`config.mk`:
```
export PLATFORM = sky130hd
export DESIGN_NAME = bus_decoder_n
export DESIGN_NICKNAME = d
export VERILOG_FILES = /design/src/rtl/bus_decoder_n.sv
export SDC_FILE = /design/constraint.sdc
export NUM_CORES = 1
export LEC_CHECK = 0
export CAP_MARGIN = 20
export CORE_AREA = 2 2 121 123
export DETAILED_ROUTE_END_ITERATION = 10
export DIE_AREA = 0 0 123 125
export GPL_TIMING_DRIVEN = 0
export MAX_ROUTING_LAYER = met4
export RECOVER_POWER = 25
export SYNTH_ARGS = -nofsm -noshare
export SYNTH_HDL_FRONTEND = slang
export SYNTH_SLANG_ARGS = --single-unit
```
`constraint.sdc`:
```
create_clock -name clk -period 2.1 [get_ports clk]
set_input_delay 0.42 -clock clk [delete_from_list [all_inputs] [get_ports clk]]
set_output_delay 0.42 -clock clk [all_outputs]
set_load 0.02 [all_outputs]
```
`src/rtl/bus_decoder_n.sv`:
```
// ---------------------------------------------------------------------------
// bus_decoder_n
//   Routes one bus master to one of NUM_SLV slaves. The slave is chosen by
//   comparing the masked address with each slave's masked base address.
//   Addresses that match no slave get an error response. A watchdog gives
//   up on a slave that never completes and returns an error instead.
//
// Ports
//   clk, rst        system clock; synchronous active-high reset
//   m_addr/m_wdata  master address and write data, held while m_valid is high
//   m_mode          1 = write, 0 = read
//   m_valid         master request
//   m_rready        master can accept read data
//   m_rdata         read data to the master (zero unless m_rvalid is high)
//   m_wready        write-complete pulse to the master
//   m_rvalid        read data valid to the master
//   m_err           error flag, meaningful in the completion cycle
//   s_addr/s_wdata/s_mode  master address, data and mode broadcast to slaves
//   s_valid         one-hot request to the selected slave
//   s_rready        m_rready routed to the selected slave only
//   s_rdata         packed slave read data, slot i = [i*DATA_W +: DATA_W]
//   s_wready        per-slave write complete
//   s_rvalid        per-slave read valid
// ---------------------------------------------------------------------------
`timescale 1ns/1ps
module bus_decoder_n #(
    parameter int                        NUM_SLV  = 4,
    parameter int                        ADDR_W   = 32,
    parameter int                        DATA_W   = 32,
    parameter logic [NUM_SLV*ADDR_W-1:0] SLV_BASE = {32'h3000_0000, 32'h2000_0000,
                                                     32'h1000_0000, 32'h0000_0000},
    parameter logic [NUM_SLV*ADDR_W-1:0] SLV_MASK = {4{32'hF000_0000}},
    parameter int                        TIMEOUT  = 255,
    parameter logic [31:0]               ERR_DATA = 32'hDEAD_BEEF
) (
    input  logic                        clk,
    input  logic                        rst,
    input  logic [ADDR_W-1:0]           m_addr,
    input  logic [DATA_W-1:0]           m_wdata,
    input  logic                        m_mode,
    input  logic                        m_valid,
    input  logic                        m_rready,
    output logic [DATA_W-1:0]           m_rdata,
    output logic                        m_wready,
    output logic                        m_rvalid,
    output logic                        m_err,
    output logic [ADDR_W-1:0]           s_addr,
    output logic [DATA_W-1:0]           s_wdata,
    output logic                        s_mode,
    output logic [NUM_SLV-1:0]          s_valid,
    output logic [NUM_SLV-1:0]          s_rready,
    input  logic [NUM_SLV*DATA_W-1:0]   s_rdata,
    input  logic [NUM_SLV-1:0]          s_wready,
    input  logic [NUM_SLV-1:0]          s_rvalid
);

    localparam int                SEL_W     = (NUM_SLV > 1) ? $clog2(NUM_SLV) : 1;
    localparam int                WD_W      = (TIMEOUT > 1) ? $clog2(TIMEOUT) : 1;
    localparam bit                WD_EN     = (TIMEOUT != 0);
    localparam logic [WD_W-1:0]   WD_LAST   = WD_W'((TIMEOUT > 0) ? TIMEOUT - 1 : 0);
    localparam logic [DATA_W-1:0] ERR_RDATA = DATA_W'(ERR_DATA);

    typedef enum logic [1:0] {
        ST_IDLE   = 2'd0,
        ST_ACTIVE = 2'd1,
        ST_ERR    = 2'd2
    } state_t;

    state_t             r_state;
    state_t             w_state_nxt;
    logic [SEL_W-1:0]   r_sel;
    logic [SEL_W-1:0]   w_sel_nxt;
    logic [WD_W-1:0]    r_wd_cnt;
    logic [WD_W-1:0]    w_wd_nxt;

    logic               w_hit;
    logic [SEL_W-1:0]   w_idx;
    logic [NUM_SLV-1:0] w_sel_oh;
    logic [DATA_W-1:0]  w_slv_rdata;
    logic               w_slv_wready;
    logic               w_slv_rvalid;
    logic               w_done;

    // The request fields reach every slave unchanged; only s_valid selects.
    assign s_addr  = m_addr;
    assign s_wdata = m_wdata;
    assign s_mode  = m_mode;

    // Scanning from the top index down lets the lowest matching index
    // overwrite the others, so overlapping regions resolve to the lowest slot.
    always_comb begin
        w_hit = 1'b0;
        w_idx = '0;
        for (int i = NUM_SLV - 1; i >= 0; i--) begin
            if ((m_addr & SLV_MASK[i*ADDR_W +: ADDR_W]) ==
                (SLV_BASE[i*ADDR_W +: ADDR_W] & SLV_MASK[i*ADDR_W +: ADDR_W])) begin
                w_hit = 1'b1;
                w_idx = SEL_W'(i);
            end
        end
    end

    // Responses of the latched slave; all other slaves are masked off here.
    assign w_sel_oh     = NUM_SLV'(1) << r_sel;
    assign w_slv_wready = |(s_wready & w_sel_oh);
    assign w_slv_rvalid = |(s_rvalid & w_sel_oh);

    always_comb begin
        w_slv_rdata = '0;
        for (int i = 0; i < NUM_SLV; i++) begin
            if (r_sel == SEL_W'(i)) begin
                w_slv_rdata = s_rdata[i*DATA_W +: DATA_W];
            end
        end
    end

    always_ff @(posedge clk) begin
        if (rst) begin
            r_state  <= ST_IDLE;
            r_sel    <= '0;
            r_wd_cnt <= '0;
        end else begin
            r_state  <= w_state_nxt;
            r_sel    <= w_sel_nxt;
            r_wd_cnt <= w_wd_nxt;
        end
    end

    always_comb begin
        w_state_nxt = r_state;
        w_sel_nxt   = r_sel;
        w_wd_nxt    = r_wd_cnt;
        w_done      = 1'b0;
        s_valid     = '0;
        s_rready    = '0;
        m_wready    = 1'b0;
        m_rvalid    = 1'b0;
        m_rdata     = '0;
        m_err       = 1'b0;

        case (r_state)
            ST_IDLE: begin
                if (m_valid) begin
                    if (w_hit) begin
                        w_sel_nxt   = w_idx;
                        w_wd_nxt    = '0;
                        w_state_nxt = ST_ACTIVE;
                    end else begin
                        w_state_nxt = ST_ERR;
                    end
                end
            end

            ST_ACTIVE: begin
                s_valid  = w_sel_oh;
                s_rready = w_sel_oh & {NUM_SLV{m_rready}};
                if (m_mode) begin
                    m_wready = w_slv_wready;
                    w_done   = w_slv_wready;
                end else begin
                    m_rvalid = w_slv_rvalid;
                    if (w_slv_rvalid) begin
                        m_rdata = w_slv_rdata;
                    end
                    w_done = w_slv_rvalid & m_rready;
                end
                // Completion takes priority over an expiring watchdog.
                if (w_done) begin
                    w_state_nxt = ST_IDLE;
                end else if (WD_EN) begin
                    if (r_wd_cnt == WD_LAST) begin
                        w_state_nxt = ST_ERR;
                    end else begin
                        w_wd_nxt = r_wd_cnt + WD_W'(1);
                    end
                end
            end

            ST_ERR: begin
                m_err = 1'b1;
                if (m_mode) begin
                    m_wready    = 1'b1;
                    w_state_nxt = ST_IDLE;
                end else begin
                    m_rvalid = 1'b1;
                    m_rdata  = ERR_RDATA;
                    if (m_rready) begin
                        w_state_nxt = ST_IDLE;
                    end
                end
            end

            default: begin
                w_state_nxt = ST_IDLE;
            end
        endcase

        // Nothing may be presented to either side while reset is asserted,
        // even if the registered state still shows a transaction in flight.
        if (rst) begin
            s_valid  = '0;
            s_rready = '0;
            m_wready = 1'b0;
            m_rvalid = 1'b0;
            m_rdata  = '0;
            m_err    = 1'b0;
        end
    end

endmodule

```
==> run summary <==
Status: finished with violations
Failing checks: setup timing
Fin crit period: 2.43 ns
CTS tree: built
# rows: 44
Startpoint type of the worst setup path: flip-flop
Total grt overflow: 0
Reg-to-Reg End: r_wd_cnt[6]$_SDFFE_PP0P_
Reg area: 244 sq um
Syn nets: 471
CP Class: flip-flop to primary output
Arr. time, crit path: 2.01 ns
Fin crit share: 1.16
Layout cells sized above 1: 0.385
Iter 0 DRT Violations: 108
Post-route antenna net violation count: 0
RSZ-0062 raised after global routing: true
Sequential element share of the synthesized area: 0.0968
Setup crit end kind: primary output
Top FF cell, synth: dfxtp_1
Internal power: 1.09 mW
Area after DPL: 5240 sq um
Number of flops mapped to enable cells by yosys: 0
Actual slew at the worst max-slew pin: 0.462 ns
Routed length per instance: 16.6 um
Clock slew at reported path FFs: 0.04 ns
Initial antenna violation count: 1
Hold path cells: 1
Starting Density: 0.175
Final hold violations: 0
Vias in the first global route: 3,186
Post-CTS Hold Buffers: 0
Largest net degree at the start of global routing: 11
Hold WC Path Type: flip-flop to flip-flop
Final WL: 11,900 um
Finished layout cell area: 5540 sq um
Worst EP required: 1.68 ns
Worst Hold Endpoint: r_wd_cnt[5]$_SDFFE_PP0P_
Max-cap violations: 0
Slew headroom: 0.691
Clk_skew: 0.00164 ns
Clk buf depth: 2
Static leakage: 2.21 nW
Cell Pwr Density: 283 nW/um^2
Vias: 3,102
Number of setup violations in the final report: 37
Layout Utilization: 0.390
Synth Instances: 261
NumNets Final: 744
Net Sw Frac: 0.304
Max FO, Critical Path: 5
Iteration count of the initial detailed-routing pass: 4
Die area: 15,400 sq um
Area delta synth->final: 123%
Num ports: 313
FF-to-FF setup slack: -0.05 ns
Maximum vdd ir drop: 229 uV
Max Fclk: 0.412 GHz
Core Area: 14,200 sq um
Worst Hold Launch: r_wd_cnt[5]$_SDFFE_PP0P_
Logic pwr share: 0.624
Reg2reg start: r_sel[0]$_SDFFE_PP0P_
Fin Setup TNS: -8.84 ns
Vias per cell: 4.33
Remaining DRCs: 0
Setup ws final: -0.330 ns
Die height: 125 um
Slew Limit Fails: 0
GRT Total Usage: 0.147
Yosys Warn Count: 0
Switching pwr: 0.477 mW
FF-to-FF path depth: 8
Avg Inst Size Synth: 9.51 sq um
DP HPWL: 10,200 um
#FFs+latches synth: 12
Area of the multi-input gates: 1720 sq um
Total power: 1.57 mW
Root Buffer: clkbuf_16
Ys async rst share: 0
Fill cells: 1,433
Synth unique cells: 49
Gpl congestion: 0.894
Total CTS buffers: 3
Clock network fraction of total power: 0.221
Global-route wire length before repair: 17,200 um
Clock Sinks: 12
Worst-Skew Late Latency: 0.24 ns
Synthesized cell area: 2480 sq um
Seq pwr share: 0.155
Setup WS pre-CTS: -1.65 ns
Port Buffer Count: 252
Htree depth: 1
Die span in x: 123 um
## timing repair
item                                    CTS  global route
gates cloned                              2             0
pin swaps                                 3             8
buffers inserted                         10             4
endpoints found under the setup margin   49            47
gates resized for setup                 260            29
## final cells by class
type,instances,area share
timing repair buffer,268,0.472
buffer,82,0.113
multi-input combinational,161,0.311
clock buffer,3,0.0135
sequential,12,0.0440
antenna,1,0.000452
tap,184,0.0415
inverter,6,0.00452
## cells in the mapped netlist, types with 5 or more instances
master | instances | area (sq um)
inv_1 | 5 | 18.8
ha_1 | 5 | 62.6
buf_4 | 66 | 495
nor2_1 | 9 | 33.8
mux2i_1 | 5 | 50.1
buf_2 | 6 | 30.0
mux4_2 | 34 | 766
dfxtp_1 | 12 | 240
nand3_1 | 7 | 35.0
nand2_1 | 12 | 45.0
o21a_1 | 24 | 180
clkbuf_1 | 8 | 30.0
a21oi_1 | 5 | 25.0
nor2b_1 | 11 | 68.8
## worst max-delay path, stage by stage, from the launching register on
cell and delay, ns:
dfxtp_2 0.31, buf_6 0.12, mux4_2 0.51, nor2b_4 0.15, a21oi_2 0.17, nor2_4 0.09, buf_6 0.14, o21a_1 0.13
buf_6 0.14
## routing by layer
| metal | part of all wire | GRT usage |
|---|---|---|
| met5 | 0 | - |
| met4 | 0.0099 | 0.0227 |
| met2 | 0.50 | 0.258 |
| met3 | 0.078 | 0.0173 |
| met1 | 0.42 | 0.184 |
## through the flow
step,hold slack (ns),instances
floorplan,0.432,261
global placement,0.455,697
detailed placement,0.469,697
CTS,0.473,712
global route,0.512,717
finish,0.482,717
## logic make-up (layout without fill, tap and decap cells)
group / count (synthesis) / count (layout) / share of synthesized area
buffers and inverters: 88 / 359 / 0.239
adders and majority gates: 5 / 5 / 0.0252
muxes: 40 / 40 / 0.333
AOI/OAI and AO/OA: 46 / 46 / 0.142
DFF: 12 / 12 / 0.0968
and+or+nand+nor: 69 / 69 / 0.161
other: 0 / 1 / 0
xor gates and xnor gates: 1 / 1 / 0.00353
## sequential cells by signal, indices dropped and copies added (netlist names)
register  cells
r_sel         2
r_state       2
r_wd_cnt      8
## power groups by stage
stage | Combinational (mW) | Sequential (mW) | Clock [mW]
2_1_floorplan | 0.451 | 0.243 | 0
3_3_place_gp | 0.931 | 0.244 | 0
3_5_place_dp | 0.941 | 0.245 | 0
4_1_cts | 0.981 | 0.242 | 0.350
5_1_grt | 1.04 | 0.243 | 0.363
6_report | 0.978 | 0.243 | 0.346
## worst max-delay path by stage
stage / slack [ns] / cells after the start / start / endpoint
finish: -0.33 / 8 / r_sel[0]$_SDFFE_PP0P_ / m_rdata[19]
global route: -0.41 / 8 / r_sel[0]$_SDFFE_PP0P_ / m_rdata[19]
CTS: -0.35 / 8 / r_sel[0]$_SDFFE_PP0P_ / m_rdata[19]
detailed placement: -1.65 / 8 / m_mode / m_rdata[15]
global placement: -1.65 / 8 / m_mode / m_rdata[16]
floorplan: 0.04 / 7 / r_sel[0]$_SDFFE_PP0P_ / m_rdata[18]
## cells in the final DEF, fill, tap and decap left out, types with 2 or more instances in the layout
cell type and count:
nor3_1 4, buf_6 35, inv_1 4, a21oi_1 3, o21ai_0 2, nand3_1 6, nor2b_1 10, nand2_1 11
nor3b_1 2, a21oi_2 2, nor2_1 7, dlygate4sd3_1 19, nand4_1 4, mux4_2 34, mux2i_1 5, nor2_4 3
nor3b_2 2, dfxtp_2 3, or2_2 2, clkbuf_16 3, o21a_1 24, and3_1 4, buf_4 86, dlygate4sd2_1 7
clkdlybuf4s50_1 181, dfxtp_1 9, buf_2 10, ha_1 4, nand2b_1 3, clkbuf_2 8
(Power assumes the default switching activity.)
